File: src/rtl/dot_accumulator_pkg.sv
// Shared definitions for the dot-product accumulator: FSM state encoding and
// default widths used by the accumulator and its adder.
package dot_accumulator_pkg;

    localparam int ACC_W_DEF = 20;
    localparam int LEN_W_DEF = 8;
    localparam int PROD_W    = 16;

    typedef enum logic [1:0] {
        IDLE  = 2'd0,
        ACCUM = 2'd1,
        DONE  = 2'd2
    } state_t;

endpackage

File: src/rtl/dot_accumulator_acc_adder.sv
// Parameterised unsigned adder with carry-out; the carry feeds the sticky
// overflow flag of the accumulator.
module acc_adder #(
    parameter int WIDTH = 20
) (
    input  logic [WIDTH-1:0] a,
    input  logic [WIDTH-1:0] b,
    output logic [WIDTH-1:0] sum,
    output logic             carry
);

    // One bit wider than the operands so the carry falls out of the add.
    assign {carry, sum} = {1'b0, a} + {1'b0, b};

endmodule

File: src/rtl/dot_accumulator.sv
// Accumulates a job of `length` unsigned products into an ACC_W-bit sum with a
// sticky overflow flag, then presents the result until the consumer takes it.
module dot_accumulator
    import dot_accumulator_pkg::*;
#(
    parameter int ACC_W = ACC_W_DEF,
    parameter int LEN_W = LEN_W_DEF
) (
    input  logic              clk,
    input  logic              rst,
    input  logic              start,
    input  logic [LEN_W-1:0]  length,
    input  logic              in_valid,
    output logic              in_ready,
    input  logic [PROD_W-1:0] in_product,
    output logic              out_valid,
    input  logic              out_ready,
    output logic [ACC_W-1:0]  out_sum,
    output logic              out_overflow,
    output logic              busy
);

    state_t           state;
    state_t           state_next;
    logic [LEN_W-1:0] remaining;
    logic [ACC_W-1:0] acc;
    logic             ovf;
    logic [ACC_W-1:0] sum_q;
    logic             ovf_q;
    logic [ACC_W-1:0] add_sum;
    logic             add_carry;
    logic             handshake;
    logic             last_beat;
    logic             job_start;
    logic             zero_len;

    acc_adder #(
        .WIDTH (ACC_W)
    ) u_acc_adder (
        .a     (acc),
        .b     (ACC_W'(in_product)),
        .sum   (add_sum),
        .carry (add_carry)
    );

    assign job_start = (state == IDLE) && start;
    assign zero_len  = (length == '0);
    assign handshake = in_valid && in_ready;
    assign last_beat = handshake && (remaining == LEN_W'(1));

    // NOTE: sequential state uses non-blocking assignments so every register
    // samples pre-edge values regardless of statement order.
    always_ff @(posedge clk or posedge rst) begin
        if (rst) begin
            state <= IDLE;
        end else begin
            state <= state_next;
        end
    end

    // NOTE: every output of this block gets a default first, so no path can
    // leave a signal unassigned and infer a latch.
    always_comb begin
        state_next = state;
        in_ready   = 1'b0;
        out_valid  = 1'b0;
        busy       = 1'b1;
        unique case (state)
            IDLE: begin
                busy = 1'b0;
                if (start) begin
                    state_next = zero_len ? DONE : ACCUM;
                end
            end
            ACCUM: begin
                in_ready = 1'b1;
                if (last_beat) begin
                    state_next = DONE;
                end
            end
            DONE: begin
                out_valid = 1'b1;
                if (out_ready) begin
                    state_next = IDLE;
                end
            end
            default: begin
                state_next = IDLE;
            end
        endcase
    end

    // Working accumulator; the result registers below are only written when
    // a job completes so the outputs hold their last value meanwhile.
    always_ff @(posedge clk or posedge rst) begin
        if (rst) begin
            remaining <= '0;
            acc       <= '0;
            ovf       <= 1'b0;
        end else if (job_start) begin
            remaining <= length;
            acc       <= '0;
            ovf       <= 1'b0;
        end else if (handshake) begin
            remaining <= remaining - LEN_W'(1);
            acc       <= add_sum;
            ovf       <= ovf | add_carry;
        end
    end

    always_ff @(posedge clk or posedge rst) begin
        if (rst) begin
            sum_q <= '0;
            ovf_q <= 1'b0;
        end else if (job_start && zero_len) begin
            sum_q <= '0;
            ovf_q <= 1'b0;
        end else if (last_beat) begin
            sum_q <= add_sum;
            ovf_q <= ovf | add_carry;
        end
    end

    assign out_sum      = sum_q;
    assign out_overflow = ovf_q;

endmodule
File: config.mk
export PLATFORM = sky130hd
export DESIGN_NAME = dot_accumulator
export DESIGN_NICKNAME = d
export VERILOG_FILES = /design/src/rtl/dot_accumulator_pkg.sv /design/src/rtl/dot_accumulator_acc_adder.sv /design/src/rtl/dot_accumulator.sv
export SDC_FILE = /design/constraint.sdc
export NUM_CORES = 1
export LEC_CHECK = 0
export ABC_AREA = 1
export BUFFER_PORTS_ARGS = -buffer_cell sky130_fd_sc_hd__clkbuf_2
export CAP_MARGIN = 20
export CELL_PAD_IN_SITES_DETAIL_PLACEMENT = 1
export CELL_PAD_IN_SITES_GLOBAL_PLACEMENT = 1
export CORE_ASPECT_RATIO = 0.75
export CORE_MARGIN = 5
export CORE_UTILIZATION = 42
export DETAILED_ROUTE_END_ITERATION = 12
export MAX_ROUTING_LAYER = met4
export PLACE_DENSITY_LB_ADDON = 0.1
export SLEW_MARGIN = 20
export SYNTH_ARGS = -nofsm -noshare
export SYNTH_HDL_FRONTEND = slang
export SYNTH_HIERARCHICAL = 1
export SYNTH_SLANG_ARGS = --single-unit
File: constraint.sdc
create_clock -name clk -period 2.4 [get_ports clk]
set_input_delay 0.48 -clock clk [delete_from_list [all_inputs] [get_ports clk]]
set_output_delay 0.48 -clock clk [all_outputs]
set_load 0.01 [all_outputs]
==> results.tsv <==
stage	metric	value	unit
finish	layout-area-overhead-vs-synth	13.9	%
finish	insertedDiodeCount	0	
floorplan	fp-row-count	29	
clocking	clock_sinks	52	
power	p_leak	2.35	nW
timing	setup-violations-final	0	
power	internal_power	2.70	mW
power	share_seq_of_total_power	0.290	
drt	route.antenna.remaining_nets	0	
power	net-switching-power	2.56	mW
global_routing	globalRouteTotalUtil	0.224	
clocking	htreeDepth	2	
setup_path	worst_setup_path_start_kind	register	
finish	final_core_util	0.490	
drt	residual_drc	0	
yosys	xor_and_xnor_fraction_of_the_mapped_netlist_area	0.0217	
timing	final_max_slew_viol_count	0	
floorplan	die-area	0.0106	mm2
global_routing	first_pass_grt_wire_length	19000	um
placement	routabilityCongestion	0.877	
power	vdd_drop_max	0.510	mV
setup_path	path_type_of_the_worst_setup_path	register to register	
yosys	mux_cell_area_share_after_synthesis	0	
power	swShare	0.486	
drt	route.vias.total	3443	
yosys	netlist_area	0.00364	mm2
drt	drt_iter0_drc	216	
yosys	synth_simple_gate_area_share	0.351	
finish	final_layout_size_suffix_gt1_frac	0.185	
clocking	cts-buffers-inserted	5	
global_routing	grt_antenna_before_repair	0	
global_routing	global_route.overflow_total	0	
drt	detailed_route_wire_length_per_cell	17.3	um
drt	met3_length	457	um
clocking	cts_setup_buffers	0	
timing	fmax	0.466	GHz
timing	rsz_0062_raised_after_global_routing	false	
finish	multi_input_area	0.00205	mm2
yosys	post_synth_fa_ha_maj_area_fraction	0.0811	
clocking	cts-resized-gates	0	
yosys	area_share_of_the_leading_cell_type_in_the_synthesized_netlist	0.358	
drt	number_of_optimization_iterations_in_the_first_detailed_route_pass	4	
outcome	outcome	completed	
setup_path	critPathArrivalTime	2.33	ns
yosys	synth-edff-count	0	
floorplan	chipWidth	117	um
timing	skew	0.0116	ns
yosys	ys_seq_area_frac	0.358	
clocking	insertion_delay	0.30	ns
clocking	cts-hold-fix-buffers	0	
floorplan	i_o_pin_total	53	
yosys	synth.ff_latch_count	52	
floorplan	initial_utilization	0.431	
drt	routed-wl-met2	4600	um
timing	fin_tns_setup	0	ns
yosys	share_of_the_synthesized_area_in_compound_gates_ao_oa_aoi_oai	0.105	
floorplan	placeableCoreArea	0.00845	mm2
finish	layout.nets	591	
yosys	dominant_combinational_cell_family_by_area_after_synthesis	simple AND/OR/NAND/NOR gates	
global_routing	grt_max_degree	25	
timing	post-route-period-util	0.894	
finish	register_area	0.00130	mm2
drt	dr.max_layer_used	met4	
yosys	postSynthAreaPerCell	7.52	um2
drt	postRouteWirelength	11200	um
placement	port-buffer-count	52	
placement	post-dp-hpwl	8850	um
clocking	ctsLongestPathBuffers	2	
yosys	yosysTopAreaCell	sky130_fd_sc_hd__dfrtp_1	
yosys	yosysWarningCount	6	
clocking	cts.root.buffer_cell	sky130_fd_sc_hd__clkbuf_16	
power	total_power_consumption	5.26	mW
clocking	clk_transition_reported_paths	0.08	ns
timing	finalHoldViolCount	0	
worst_hold_path	hold_class	input port to asynchronous set/reset pin	
drt	via_per_inst	5.31	
yosys	post_synth_inst_count	484	
global_routing	first_global_vias	3571	
yosys	postSynth.asyncResetShare	1.00	
drt	wl_met1	6120	um
run	maxCapViolations	0	
power	pwr-share-clk	0.145	
yosys	synth_commonest_cells	sky130_fd_sc_hd__nand2_1 (142), sky130_fd_sc_hd__nand3_1 (55), sky130_fd_sc_hd__dfrtp_1 (52), sky130_fd_sc_hd__inv_1 (50), sky130_fd_sc_hd__nor2_1 (38)	
timing	worst-slew-pin-transition	0.554	ns
setup_path	required	2.58	ns
yosys	synth_cell_types	32	
yosys	synth_area_leaders	sky130_fd_sc_hd__dfrtp_1 (36%), sky130_fd_sc_hd__nand2_1 (15%), sky130_fd_sc_hd__ha_1 (7.6%), sky130_fd_sc_hd__nand3_1 (7.6%), sky130_fd_sc_hd__inv_1 (5.2%)	
power	power_density	1270	mW/mm2
setup_path	endpoint_kind	register	
timing	timing.max_slew.rel_slack	0.629	
yosys	synth_top_flop_cell	sky130_fd_sc_hd__dfrtp_1	
timing	min_period	2.15	ns
power	pwr-share-comb	0.565	
clocking	tritoncts	done	
floorplan	chipHeight	90.6	um
yosys	synth_most_common_cell	sky130_fd_sc_hd__nand2_1	
setup_path	crit_path_max_fanout	3	
finish	final.fill_count	1093	
-- final timing paths --
check | start | to | slack, ns | depth (start not counted)
setup / recovery | acc[0]$_DFFE_PP0P_ | out_overflow$_DFFE_PP0P_ | 0.25 | 13
hold / removal | rst | acc[12]$_DFFE_PP0P_ | 0.18 | 2
setup reg to reg | acc[0]$_DFFE_PP0P_ | out_overflow$_DFFE_PP0P_ | 0.25 | 13
hold reg to reg | out_sum[6]$_DFFE_PP0P_ | out_sum[6]$_DFFE_PP0P_ | 0.51 | 2
max in group asynchronous | rst | acc[15]$_DFFE_PP0P_ | 1.59 | 3
min in group clk | length[2] | remaining[2]$_DFFE_PP0P_ | 0.42 | 3
-- placed cells by master, fill, tap and decap left out --
| master | n |
|---|---|
| sky130_fd_sc_hd__nand2_1 | 142 |
| sky130_fd_sc_hd__nor3_1 | 4 |
| sky130_fd_sc_hd__inv_1 | 49 |
| sky130_fd_sc_hd__o22ai_1 | 1 |
| sky130_fd_sc_hd__o21bai_1 | 3 |
| sky130_fd_sc_hd__nand3_2 | 15 |
| sky130_fd_sc_hd__clkbuf_16 | 5 |
| sky130_fd_sc_hd__ha_1 | 22 |
| sky130_fd_sc_hd__clkinvlp_4 | 1 |
| sky130_fd_sc_hd__and2_4 | 1 |
| sky130_fd_sc_hd__inv_2 | 4 |
| sky130_fd_sc_hd__and2_1 | 1 |
| sky130_fd_sc_hd__nor2_1 | 38 |
| sky130_fd_sc_hd__nand2_4 | 3 |
| sky130_fd_sc_hd__o21ai_0 | 13 |
| sky130_fd_sc_hd__nand3_1 | 55 |
| sky130_fd_sc_hd__xnor2_1 | 1 |
| sky130_fd_sc_hd__nor2_4 | 1 |
| sky130_fd_sc_hd__dfrtp_1 | 52 |
| sky130_fd_sc_hd__a21oi_1 | 21 |
| sky130_fd_sc_hd__nor2_2 | 2 |
| sky130_fd_sc_hd__a21oi_2 | 1 |
| sky130_fd_sc_hd__nand2_2 | 5 |
| sky130_fd_sc_hd__a22o_1 | 20 |
| sky130_fd_sc_hd__nand4_1 | 3 |
| sky130_fd_sc_hd__nand3_4 | 1 |
| sky130_fd_sc_hd__nand3b_1 | 2 |
| sky130_fd_sc_hd__clkbuf_2 | 52 |
| sky130_fd_sc_hd__inv_4 | 2 |
| sky130_fd_sc_hd__fa_1 | 1 |
| sky130_fd_sc_hd__conb_1 | 4 |
| sky130_fd_sc_hd__xor2_1 | 8 |
| sky130_fd_sc_hd__inv_6 | 2 |
| sky130_fd_sc_hd__buf_4 | 5 |
-- per-stage QoR --
step,hold WS (ns),instances,area (um2),setup WS (ns)
floorplan,0.464,487,3650,0.380
global placement,0.484,640,3990,0.162
detailed placement,0.492,640,3990,0.132
CTS,0.171,648,4140,0.270
global route,0.198,648,4140,0.0416
finish,0.175,648,4140,0.253
-- kinds of logic (layout without fill, tap and decap cells) --
family | after synthesis | count (layout)
AO/OA/AOI/OAI | 59 | 59
XOR/XNOR | 9 | 9
adder cells (fa/ha/maj) | 23 | 23
buffers and inverters | 67 | 120
flip-flops | 52 | 52
other | 1 | 4
AND/OR/NAND/NOR | 273 | 273
-- final cells by class --
class | count | area share
multi-input cells | 368 | 0.494
inverters | 55 | 0.0510
clock buffers | 5 | 0.0302
flip-flops and latches | 52 | 0.314
well taps | 108 | 0.0326
repair buffers | 57 | 0.0719
clock inverters | 3 | 0.00604
-- routing by layer --
metal	up-vias	GRT usage
met1	1692	0.347
met2	56	0.310
met4	0	0.0363
li1	1693	-
met3	2	0.0369
met5	-	-
-- power groups by stage --
stage                     Combinational (mW)  Sequential (mW)  Clock, mW
after floorplan                         2.00             1.54          0
after global placement                  2.82             1.51          0
after detailed placement                2.94             1.53          0
after CTS                               2.95             1.52      0.787
after global routing                    3.32             1.57      0.828
final                                   2.97             1.52      0.763
-- critical path, stage by stage, from the launching register on --
cell	delay [ns]
sky130_fd_sc_hd__dfrtp_1	0.39
sky130_fd_sc_hd__ha_1	0.27
sky130_fd_sc_hd__fa_1	0.41
sky130_fd_sc_hd__nand3_1	0.10
sky130_fd_sc_hd__nand3_1	0.11
sky130_fd_sc_hd__nand2_1	0.08
sky130_fd_sc_hd__nand2_1	0.10
sky130_fd_sc_hd__nand2_1	0.11
sky130_fd_sc_hd__nand2_1	0.08
sky130_fd_sc_hd__nand2_1	0.06
sky130_fd_sc_hd__nand2_1	0.04
sky130_fd_sc_hd__nor2_1	0.11
sky130_fd_sc_hd__nand3b_1	0.12
sky130_fd_sc_hd__nand2_1	0.05
-- sequential cells by signal (all words and copies together) (netlist names) --
signal and flops:
out_sum 20, state 2, out_overflow 1, acc 20, ovf 1, remaining 8
No activity file was read; power rests on OpenSTA's default activity.
